**src/rtl/por_ee_rd_seq_if.sv**
```systemverilog
// Bundle between the power-on config FSM / EE array and the read sequencer.
//   Config side : por_vs_en, por_rd_en, por_ee_addr (to sequencer)
//                 por_ee_data_e2l, rd_busy, rd_done, rd_abort (from sequencer)
//   Array side  : ee_dout (to sequencer); ee_vs, ee_se, ee_addr (from sequencer)
// Modport slave is taken by the sequencer; master by whatever drives it.
interface por_ee_rd_seq_if;
    logic        por_vs_en;
    logic        por_rd_en;
    logic [15:0] por_ee_addr;
    logic [7:0]  ee_dout;
    logic        ee_vs;
    logic        ee_se;
    logic [15:0] ee_addr;
    logic [31:0] por_ee_data_e2l;
    logic        rd_busy;
    logic        rd_done;
    logic        rd_abort;

    modport slave (
        input  por_vs_en, por_rd_en, por_ee_addr, ee_dout,
        output ee_vs, ee_se, ee_addr, por_ee_data_e2l, rd_busy, rd_done, rd_abort
    );

    modport master (
        output por_vs_en, por_rd_en, por_ee_addr, ee_dout,
        input  ee_vs, ee_se, ee_addr, por_ee_data_e2l, rd_busy, rd_done, rd_abort
    );
endinterface

```
**src/rtl/por_ee_rd_seq.sv**
```systemverilog
// EEPROM read sequencer. On a rising edge of por_rd_en (with por_vs_en high) it
// reads the four bytes of the addressed word from the 8-bit array port, pulsing
// ee_se for SENSE_CYC cycles per byte, and publishes the little-endian word on
// por_ee_data_e2l together with a one-cycle rd_done.
// Ports:
//   timer_clk  - clock
//   por_rst_n  - asynchronous active-low reset
//   bus        - por_ee_rd_seq_if.slave (config-side request/result, array-side
//                sense controls and data)
// SENSE_CYC legal range is 1..7 (cnt is 3 bits wide).
module por_ee_rd_seq #(
    parameter int unsigned SENSE_CYC = 2,
    parameter logic [31:0] RST_DATA  = 32'h0000_0000
) (
    input logic            timer_clk,
    input logic            por_rst_n,
    por_ee_rd_seq_if.slave bus
);

    localparam logic [2:0] CntLast = 3'(SENSE_CYC - 1);

    typedef enum logic [2:0] {
        StIdle,
        StSetup,
        StSense,
        StLatch,
        StWaitLow
    } state_e;

    state_e      state_q, state_d;
    logic [1:0]  byte_idx_q, byte_idx_d;
    logic [2:0]  cnt_q, cnt_d;
    logic [23:0] byte_buf_q, byte_buf_d;
    logic [31:0] data_q, data_d;
    logic [15:0] ee_addr_q, ee_addr_d;
    logic        ee_se_q, ee_se_d;
    logic        rd_busy_q, rd_busy_d;
    logic        rd_done_q, rd_done_d;
    logic        rd_abort_q, rd_abort_d;
    logic        ee_vs_q;
    logic        rd_en_q;

    logic start;
    logic abort;

    assign start = bus.por_rd_en & ~rd_en_q & bus.por_vs_en;
    assign abort = ~bus.por_rd_en | ~bus.por_vs_en;

    always_comb begin
        state_d    = state_q;
        byte_idx_d = byte_idx_q;
        cnt_d      = cnt_q;
        byte_buf_d = byte_buf_q;
        data_d     = data_q;
        ee_addr_d  = ee_addr_q;
        ee_se_d    = ee_se_q;
        rd_busy_d  = rd_busy_q;
        rd_done_d  = 1'b0;
        rd_abort_d = rd_abort_q;

        // Abort wins over everything in the active states, including the
        // final latch, so a half-read word never reaches por_ee_data_e2l.
        if ((state_q inside {StSetup, StSense, StLatch}) && abort) begin
            state_d    = StIdle;
            ee_se_d    = 1'b0;
            rd_busy_d  = 1'b0;
            rd_abort_d = 1'b1;
        end else begin
            unique case (state_q)
                StIdle: begin
                    if (start) begin
                        ee_addr_d  = {bus.por_ee_addr[15:2], 2'b00};
                        byte_idx_d = 2'd0;
                        rd_busy_d  = 1'b1;
                        rd_abort_d = 1'b0;
                        state_d    = StSetup;
                    end
                end
                StSetup: begin
                    ee_se_d = 1'b1;
                    cnt_d   = 3'd0;
                    state_d = StSense;
                end
                StSense: begin
                    cnt_d = cnt_q + 3'd1;
                    if (cnt_q == CntLast) begin
                        ee_se_d = 1'b0;
                        state_d = StLatch;
                    end
                end
                StLatch: begin
                    if (byte_idx_q != 2'd3) begin
                        case (byte_idx_q)
                            2'd0:    byte_buf_d[7:0]   = bus.ee_dout;
                            2'd1:    byte_buf_d[15:8]  = bus.ee_dout;
                            default: byte_buf_d[23:16] = bus.ee_dout;
                        endcase
                        byte_idx_d = byte_idx_q + 2'd1;
                        // Upper address bits still hold the captured word base.
                        ee_addr_d  = {ee_addr_q[15:2], byte_idx_q + 2'd1};
                        ee_se_d    = 1'b1;
                        cnt_d      = 3'd0;
                        state_d    = StSense;
                    end else begin
                        data_d    = {bus.ee_dout, byte_buf_q};
                        rd_done_d = 1'b1;
                        rd_busy_d = 1'b0;
                        state_d   = StWaitLow;
                    end
                end
                StWaitLow: begin
                    if (!bus.por_rd_en) begin
                        state_d = StIdle;
                    end
                end
                default: begin
                    state_d = StIdle;
                end
            endcase
        end
    end

    always_ff @(posedge timer_clk or negedge por_rst_n) begin
        if (!por_rst_n) begin
            state_q    <= StIdle;
            byte_idx_q <= 2'd0;
            cnt_q      <= 3'd0;
            byte_buf_q <= 24'd0;
            data_q     <= RST_DATA;
            ee_addr_q  <= 16'h0000;
            ee_se_q    <= 1'b0;
            rd_busy_q  <= 1'b0;
            rd_done_q  <= 1'b0;
            rd_abort_q <= 1'b0;
            ee_vs_q    <= 1'b0;
            rd_en_q    <= 1'b0;
        end else begin
            state_q    <= state_d;
            byte_idx_q <= byte_idx_d;
            cnt_q      <= cnt_d;
            byte_buf_q <= byte_buf_d;
            data_q     <= data_d;
            ee_addr_q  <= ee_addr_d;
            ee_se_q    <= ee_se_d;
            rd_busy_q  <= rd_busy_d;
            rd_done_q  <= rd_done_d;
            rd_abort_q <= rd_abort_d;
            ee_vs_q    <= bus.por_vs_en;
            rd_en_q    <= bus.por_rd_en;
        end
    end

    assign bus.ee_vs           = ee_vs_q;
    assign bus.ee_se           = ee_se_q;
    assign bus.ee_addr         = ee_addr_q;
    assign bus.por_ee_data_e2l = data_q;
    assign bus.rd_busy         = rd_busy_q;
    assign bus.rd_done         = rd_done_q;
    assign bus.rd_abort        = rd_abort_q;

endmodule

```
**src/flat_wrapper.sv**
```systemverilog
// flat-port wrapper written by rule: the top's interface ports become plain ports
module por_ee_rd_seq_flat 
#(
    parameter int unsigned SENSE_CYC = 2,
    parameter logic [31:0] RST_DATA  = 32'h0000_0000
)
  (timer_clk, por_rst_n, bus_por_vs_en, bus_por_rd_en, bus_por_ee_addr, bus_ee_dout, bus_ee_vs, bus_ee_se, bus_ee_addr, bus_por_ee_data_e2l, bus_rd_busy, bus_rd_done, bus_rd_abort);
  por_ee_rd_seq_if bus_i ();
  input logic timer_clk;
  input logic por_rst_n;
  input wire logic [$bits(bus_i.por_vs_en)-1:0] bus_por_vs_en;
  input wire logic [$bits(bus_i.por_rd_en)-1:0] bus_por_rd_en;
  input wire logic [$bits(bus_i.por_ee_addr)-1:0] bus_por_ee_addr;
  input wire logic [$bits(bus_i.ee_dout)-1:0] bus_ee_dout;
  output wire logic [$bits(bus_i.ee_vs)-1:0] bus_ee_vs;
  output wire logic [$bits(bus_i.ee_se)-1:0] bus_ee_se;
  output wire logic [$bits(bus_i.ee_addr)-1:0] bus_ee_addr;
  output wire logic [$bits(bus_i.por_ee_data_e2l)-1:0] bus_por_ee_data_e2l;
  output wire logic [$bits(bus_i.rd_busy)-1:0] bus_rd_busy;
  output wire logic [$bits(bus_i.rd_done)-1:0] bus_rd_done;
  output wire logic [$bits(bus_i.rd_abort)-1:0] bus_rd_abort;
  assign bus_i.por_vs_en = bus_por_vs_en;
  assign bus_i.por_rd_en = bus_por_rd_en;
  assign bus_i.por_ee_addr = bus_por_ee_addr;
  assign bus_i.ee_dout = bus_ee_dout;
  assign bus_ee_vs = bus_i.ee_vs;
  assign bus_ee_se = bus_i.ee_se;
  assign bus_ee_addr = bus_i.ee_addr;
  assign bus_por_ee_data_e2l = bus_i.por_ee_data_e2l;
  assign bus_rd_busy = bus_i.rd_busy;
  assign bus_rd_done = bus_i.rd_done;
  assign bus_rd_abort = bus_i.rd_abort;
  por_ee_rd_seq #(.SENSE_CYC(SENSE_CYC), .RST_DATA(RST_DATA)) u_core (.timer_clk(timer_clk), .por_rst_n(por_rst_n), .bus(bus_i));
endmodule
```
**config.mk**
```make
export PLATFORM = sky130hd
export DESIGN_NAME = por_ee_rd_seq_flat
export DESIGN_NICKNAME = d
export VERILOG_FILES = /design/src/rtl/por_ee_rd_seq_if.sv /design/src/rtl/por_ee_rd_seq.sv /design/src/flat_wrapper.sv
export SDC_FILE = /design/constraint.sdc
export NUM_CORES = 1
export LEC_CHECK = 0
export ABC_CLOCK_PERIOD_IN_PS = 3600
export BUFFER_PORTS_ARGS = -buffer_cell sky130_fd_sc_hd__buf_2
export CAP_MARGIN = 0
export CORE_MARGIN = 10
export CORE_UTILIZATION = 55
export CTS_CLUSTER_DIAMETER = 30
export CTS_CLUSTER_SIZE = 20
export DETAILED_ROUTE_END_ITERATION = 10
export PLACE_DENSITY = 0.9
export SLEW_MARGIN = 20
export SYNTH_ARGS = -nofsm -noshare
export SYNTH_HDL_FRONTEND = slang
export SYNTH_SLANG_ARGS = --single-unit
```
**constraint.sdc**
```tcl
create_clock -name timer_clk -period 3.6 [get_ports timer_clk]
set_input_delay 0.36 -clock timer_clk [delete_from_list [all_inputs] [get_ports timer_clk]]
set_output_delay 0.36 -clock timer_clk [all_outputs]
set_load 0.05 [all_outputs]
```
# Word-level counts from Yosys, hierarchy flattened
# Cells that the tools add are included.
totals:
  regBits: 86
  input_bits: 28
  output_inout_bits: 53
  wordCells: 90
classes:
  addsub: 2
  n_eq_ne: 14
  n_mux: 28
  n_bitwise: 10
  n_reduce_logical: 21
ops:
  columns: ["op", "count"]
  rows:
  - ["16-bit case mux with 2 select lines", 1]
  - ["4-bit AND reduction", 5]
  - ["3-bit 2-to-1 mux", 6]
  - ["16-bit 2-to-1 mux", 1]
  - ["3-bit case mux with 5 select lines", 1]
  - ["3-bit AND reduction", 5]
  - ["1-bit 2-to-1 mux", 12]
  - ["3-bit inequality test, second input constant", 3]
  - ["3-bit case mux with 3 select lines", 1]
  - ["1-bit NOT", 7]
  - ["3-bit by 1-bit equality test with 1-bit output, second input constant", 2]
  - ["3-bit by 2-bit equality test with 1-bit output, second input constant", 2]
  - ["2-bit 2-to-1 mux", 3]
  - ["2-bit nonzero test", 3]
  - ["3-bit nonzero test", 2]
  - ["2-bit inequality test, second input constant", 2]
  - ["2-bit case mux with 2 select lines", 1]
  - ["4-bit nonzero test", 1]
  - ["3-bit by 1-bit adder with 3-bit output, second input constant", 1]
  - ["3-bit equality test, second input constant", 1]
  - ["3-bit zero test", 1]
  - ["3-bit by 1-bit inequality test with 1-bit output, second input constant", 1]
  - ["3-bit by 2-bit inequality test with 1-bit output, second input constant", 1]
  - ["1-bit case mux with 3 select lines", 1]
  - ["10 further kinds", 11]

# Logic depth before layout (Yosys ltp)
depth:
  ltp_word: 6
  depth_mapped: 5
  ltp_nobuf: 5

# Least setup slack after synthesis
# No wires, ideal clock.
synth_timing:
  path_type: "reg2reg"
  start: "register, netlist name u_core.bus.ee_addr[0]"
  end: "register u_core.data_q[31], in the netlist u_core.bus.por_ee_data_e2l[31]"
  setup_time_ns: 0.125
  arrival_time_ns: 1.764
  t_required_ns: 3.475
  slack_ns: 1.711
  path_stages_with_launch: 6
  n_path_buf: 1
  synth_period_minus_slack_ns: 1.889
  cell_sequence: "dfrtp_1 > ha_1 > nand3_1 > nor2_4 > buf_6 > mux2_2"
synth_rtl:
  columns: ["item", "line_no", "source"]
  rows:
  - ["end signal, assigned", "por_ee_rd_seq.sv:142", "data_q <= data_d;"]
  - ["end, declared", "por_ee_rd_seq.sv:34", "logic [31:0] data_q, data_d;"]

==> results_dict.tcl <==
set metrics [dict create \
    combPwrFrac 0.172 \
    worstRegToRegCells 4 \
    fillers 428 \
    coreArea_um2 5991 \
    grt_pass1_vias 2122 \
    postSynthNetCount 251 \
    irDropWorstVdd_uv 480.8 \
    period_share 0.5952 \
    crit_path_top_delay_cell "sky130_fd_sc_hd__nor2_4" \
    finalWeightedCongestion 0.7803 \
    final_nets 332 \
    maxCapViolCount 0 \
    swShare 0.2904 \
    start_util 0.5700 \
    synthToLayoutAreaGrowth_pct 18.28 \
    power.density_cell_area_nw_per_um2 508.7 \
    net-switching-power_mw 0.5966 \
    final-setup-viol-count 0 \
    antennaDiodeCount 0 \
    grt_start_max_net_pins 85 \
    port-buffer-count 78 \
    final.setup.tns_ns 0 \
    path_delay_family "simple AND/OR/NAND/NOR gates" \
    path_cells "ha_1, nand3_1, nor2_4, mux2_2" \
    rsz0062_at_grt "false" \
    layout_common_cells "sky130_fd_sc_hd__dfrtp_1 (84), sky130_fd_sc_hd__buf_2 (77), sky130_fd_sc_hd__mux2_1 (30), sky130_fd_sc_hd__mux2_2 (30), sky130_fd_sc_hd__clkbuf_8 (11)" \
    grt_pass1_wl_um 10450 \
    yosysSeqAreaShare 0.6156 \
    critPathKind "reg -> reg" \
    cts_setup_buffers 0 \
    max-slew-margin-rel 0.3703 \
    netlist_top_cells_area "sky130_fd_sc_hd__dfrtp_1 (62%), sky130_fd_sc_hd__mux2_1 (9.9%), sky130_fd_sc_hd__mux2_2 (9.9%), sky130_fd_sc_hd__mux2_4 (4.4%), sky130_fd_sc_hd__ha_1 (1.8%)" \
    worst-slew-pin-transition_ns 0.9423 \
    synth.cell_area_um2 3415 \
    path_buf_inv 0 \
    worstSkewPairLatency_ns 0.35 \
    drt_iter0_markers 62 \
    number_of_placement_rows 28 \
    syn-instance-count 218 \
    post_synth.cell_area_avg_um2 15.66 \
    clock.fmax_mhz 466.7 \
    via_cell_ratio 5.259 \
    cell_internal_pwr_mw 1.458 \
    worstHoldPathType "in -> async" \
    fraction_of_synthesized_cell_area_taken_by_the_top_area_cell_type 0.6156 \
    numPlacedInstances 363 \
    crit_required_ns 3.83 \
    synth_ff_type "sky130_fd_sc_hd__dfrtp_1" \
    drtPass1Iterations 4 \
    yosys_register_bits 84 \
    synth.yosys.warnings 0 \
    dpl.hpwl_um 4562 \
    synth_edf_count 0 \
    final_period_minus_worst_setup_slack_ns 2.143 \
    critPathMaxFanout 34 \
    post_route_cells_drive_above_1_share 0.4620 \
    run_status "completed" \
    htreeDepth 3 \
    final_hold_viol_count 0 \
    cts-buffers-inserted 9 \
    p_clk_frac 0.326 \
    end_kind "flop" \
    setup.worst_path.start_class "flop" \
    worst_setup_hold_path_clk_slew_ns 0.08 \
    critical_path_cell_count 4 \
    global_route.usage.total 0.1320 \
    slowest_delay_ns 0.75 \
    chip_height_um 98.79 \
    sequentialPowerShare 0.502 \
    cts_root_buf "sky130_fd_sc_hd__clkbuf_8" \
    finish.instance_area_um2 4039 \
    worst-endpoint-arrival_ns 2.38 \
    clock_tree_from_tritoncts "built" \
    cts.sink_count 84 \
    asr_flop_ratio_synth 1.000 \
    detail-route-antenna-nets 0 \
    mostFrequentLayoutCell "sky130_fd_sc_hd__dfrtp_1" \
    clock_skew_ns 0.01295 \
    route.detailed.wl_per_inst_um 16.76 \
    synth_largest_area_cell "sky130_fd_sc_hd__dfrtp_1" \
    holdBufCountCts 0 \
    drt_wl_total_um 6334 \
    grt_antenna_before_repair 0 \
    synth_cell_type_count 36 \
    finalNonFillerCells 378 \
    post_cts.resized_instances 0 \
    remaining_drc_errors 0 \
    slew_violations 0 \
    power_leakage_nw 2.190 \
    clock_path_buffers 2 \
    dpl_cell_area_um2 3834 \
    design.portCount 81 \
    die_area_um2 9759 \
    die_w_um 98.79 \
    grt_overflow 0 \
    vias 1988 \
]
worst paths after layout:
check | slack (ns) | startpoint | end
worst max-delay path | 1.46 | u_core.bus.ee_addr[0] | u_core.bus.por_ee_data_e2l[4]
worst min-delay path | 0.04 | por_rst_n | u_core.bus.por_ee_data_e2l[27]
worst max register to register | 1.46 | u_core.bus.ee_addr[0] | u_core.bus.por_ee_data_e2l[4]
worst min register to register | 0.48 | u_core.bus.por_ee_data_e2l[14] | u_core.bus.por_ee_data_e2l[14]
max in group asynchronous | 3.07 | por_rst_n | u_core.bus.ee_addr[6]
min in group timer_clk | 0.18 | bus_por_vs_en | u_core.bus.ee_vs
power groups by stage:
stage          Sequential (mW)  Combinational (mW)  Clock (mW)
2_1_floorplan             1.21              0.0875           0
3_3_place_gp              1.05               0.352           0
3_5_place_dp              1.05               0.358           0
4_1_cts                   1.03               0.359       0.690
5_1_grt                   1.04               0.374       0.732
6_report                  1.03               0.353       0.670
layout make-up:
cell class                 count  area, um^2  share of cell area
clock inverter                 3       46.29             0.01146
sequential                    84        2102              0.5204
clock buffer                  12       155.1             0.03841
timing repair buffer          78       396.6             0.09820
inverter                       5       18.77            0.004647
tap                           75       93.84             0.02323
multi-input combinational    121        1226              0.3036
Yosys cell counts (3+ instances only):
library cell               n
sky130_fd_sc_hd__dfrtp_1  84
sky130_fd_sc_hd__inv_1     5
sky130_fd_sc_hd__buf_2     3
sky130_fd_sc_hd__nor3_1    3
sky130_fd_sc_hd__a21oi_1   5
sky130_fd_sc_hd__mux2_4   10
sky130_fd_sc_hd__ha_1      5
sky130_fd_sc_hd__mux2_1   30
sky130_fd_sc_hd__nor2_1    3
sky130_fd_sc_hd__nand3_4   3
sky130_fd_sc_hd__buf_6     4
sky130_fd_sc_hd__mux2_2   30
sky130_fd_sc_hd__o21ai_0   3
per-stage QoR:
stage	util	setup WS [ns]	hold WS (ns)	power, mW
global placement	0.6399	1.444	0.4612	1.398
global route	0.6742	1.289	0.09654	2.145
finish	0.6742	1.457	0.03711	2.054
floorplan	-	1.711	0.06441	1.302
detailed placement	0.6399	1.457	0.4691	1.408
CTS	0.6736	1.421	0.1703	2.080
cells by family (layout without fill, tap and decap cells):
kind of cell	count (synthesis)	after routing	synth area share
simple gates	27	27	0.06010
flops	84	84	0.6156
compound gates	19	19	0.03884
buf+inv	13	98	0.02528
fa+ha+maj	5	5	0.01832
mux	70	70	0.2418
metal layers:
layer / GRT usage / wire length, um
met1: 0.1546 / 2669
met4: 0.05623 / 107
met2: 0.2089 / 3137
met5: 0 / 0
met3: 0.05447 / 421
registers in the layout, indices dropped and copies added (netlist names), 3 cells and up:
signal,count
u_core.bus.ee_addr,16
u_core.bus.por_ee_data_e2l,32
u_core.byte_buf_q,24
u_core.cnt_q,3
u_core.state_q,3
(Power assumes the default switching activity.)
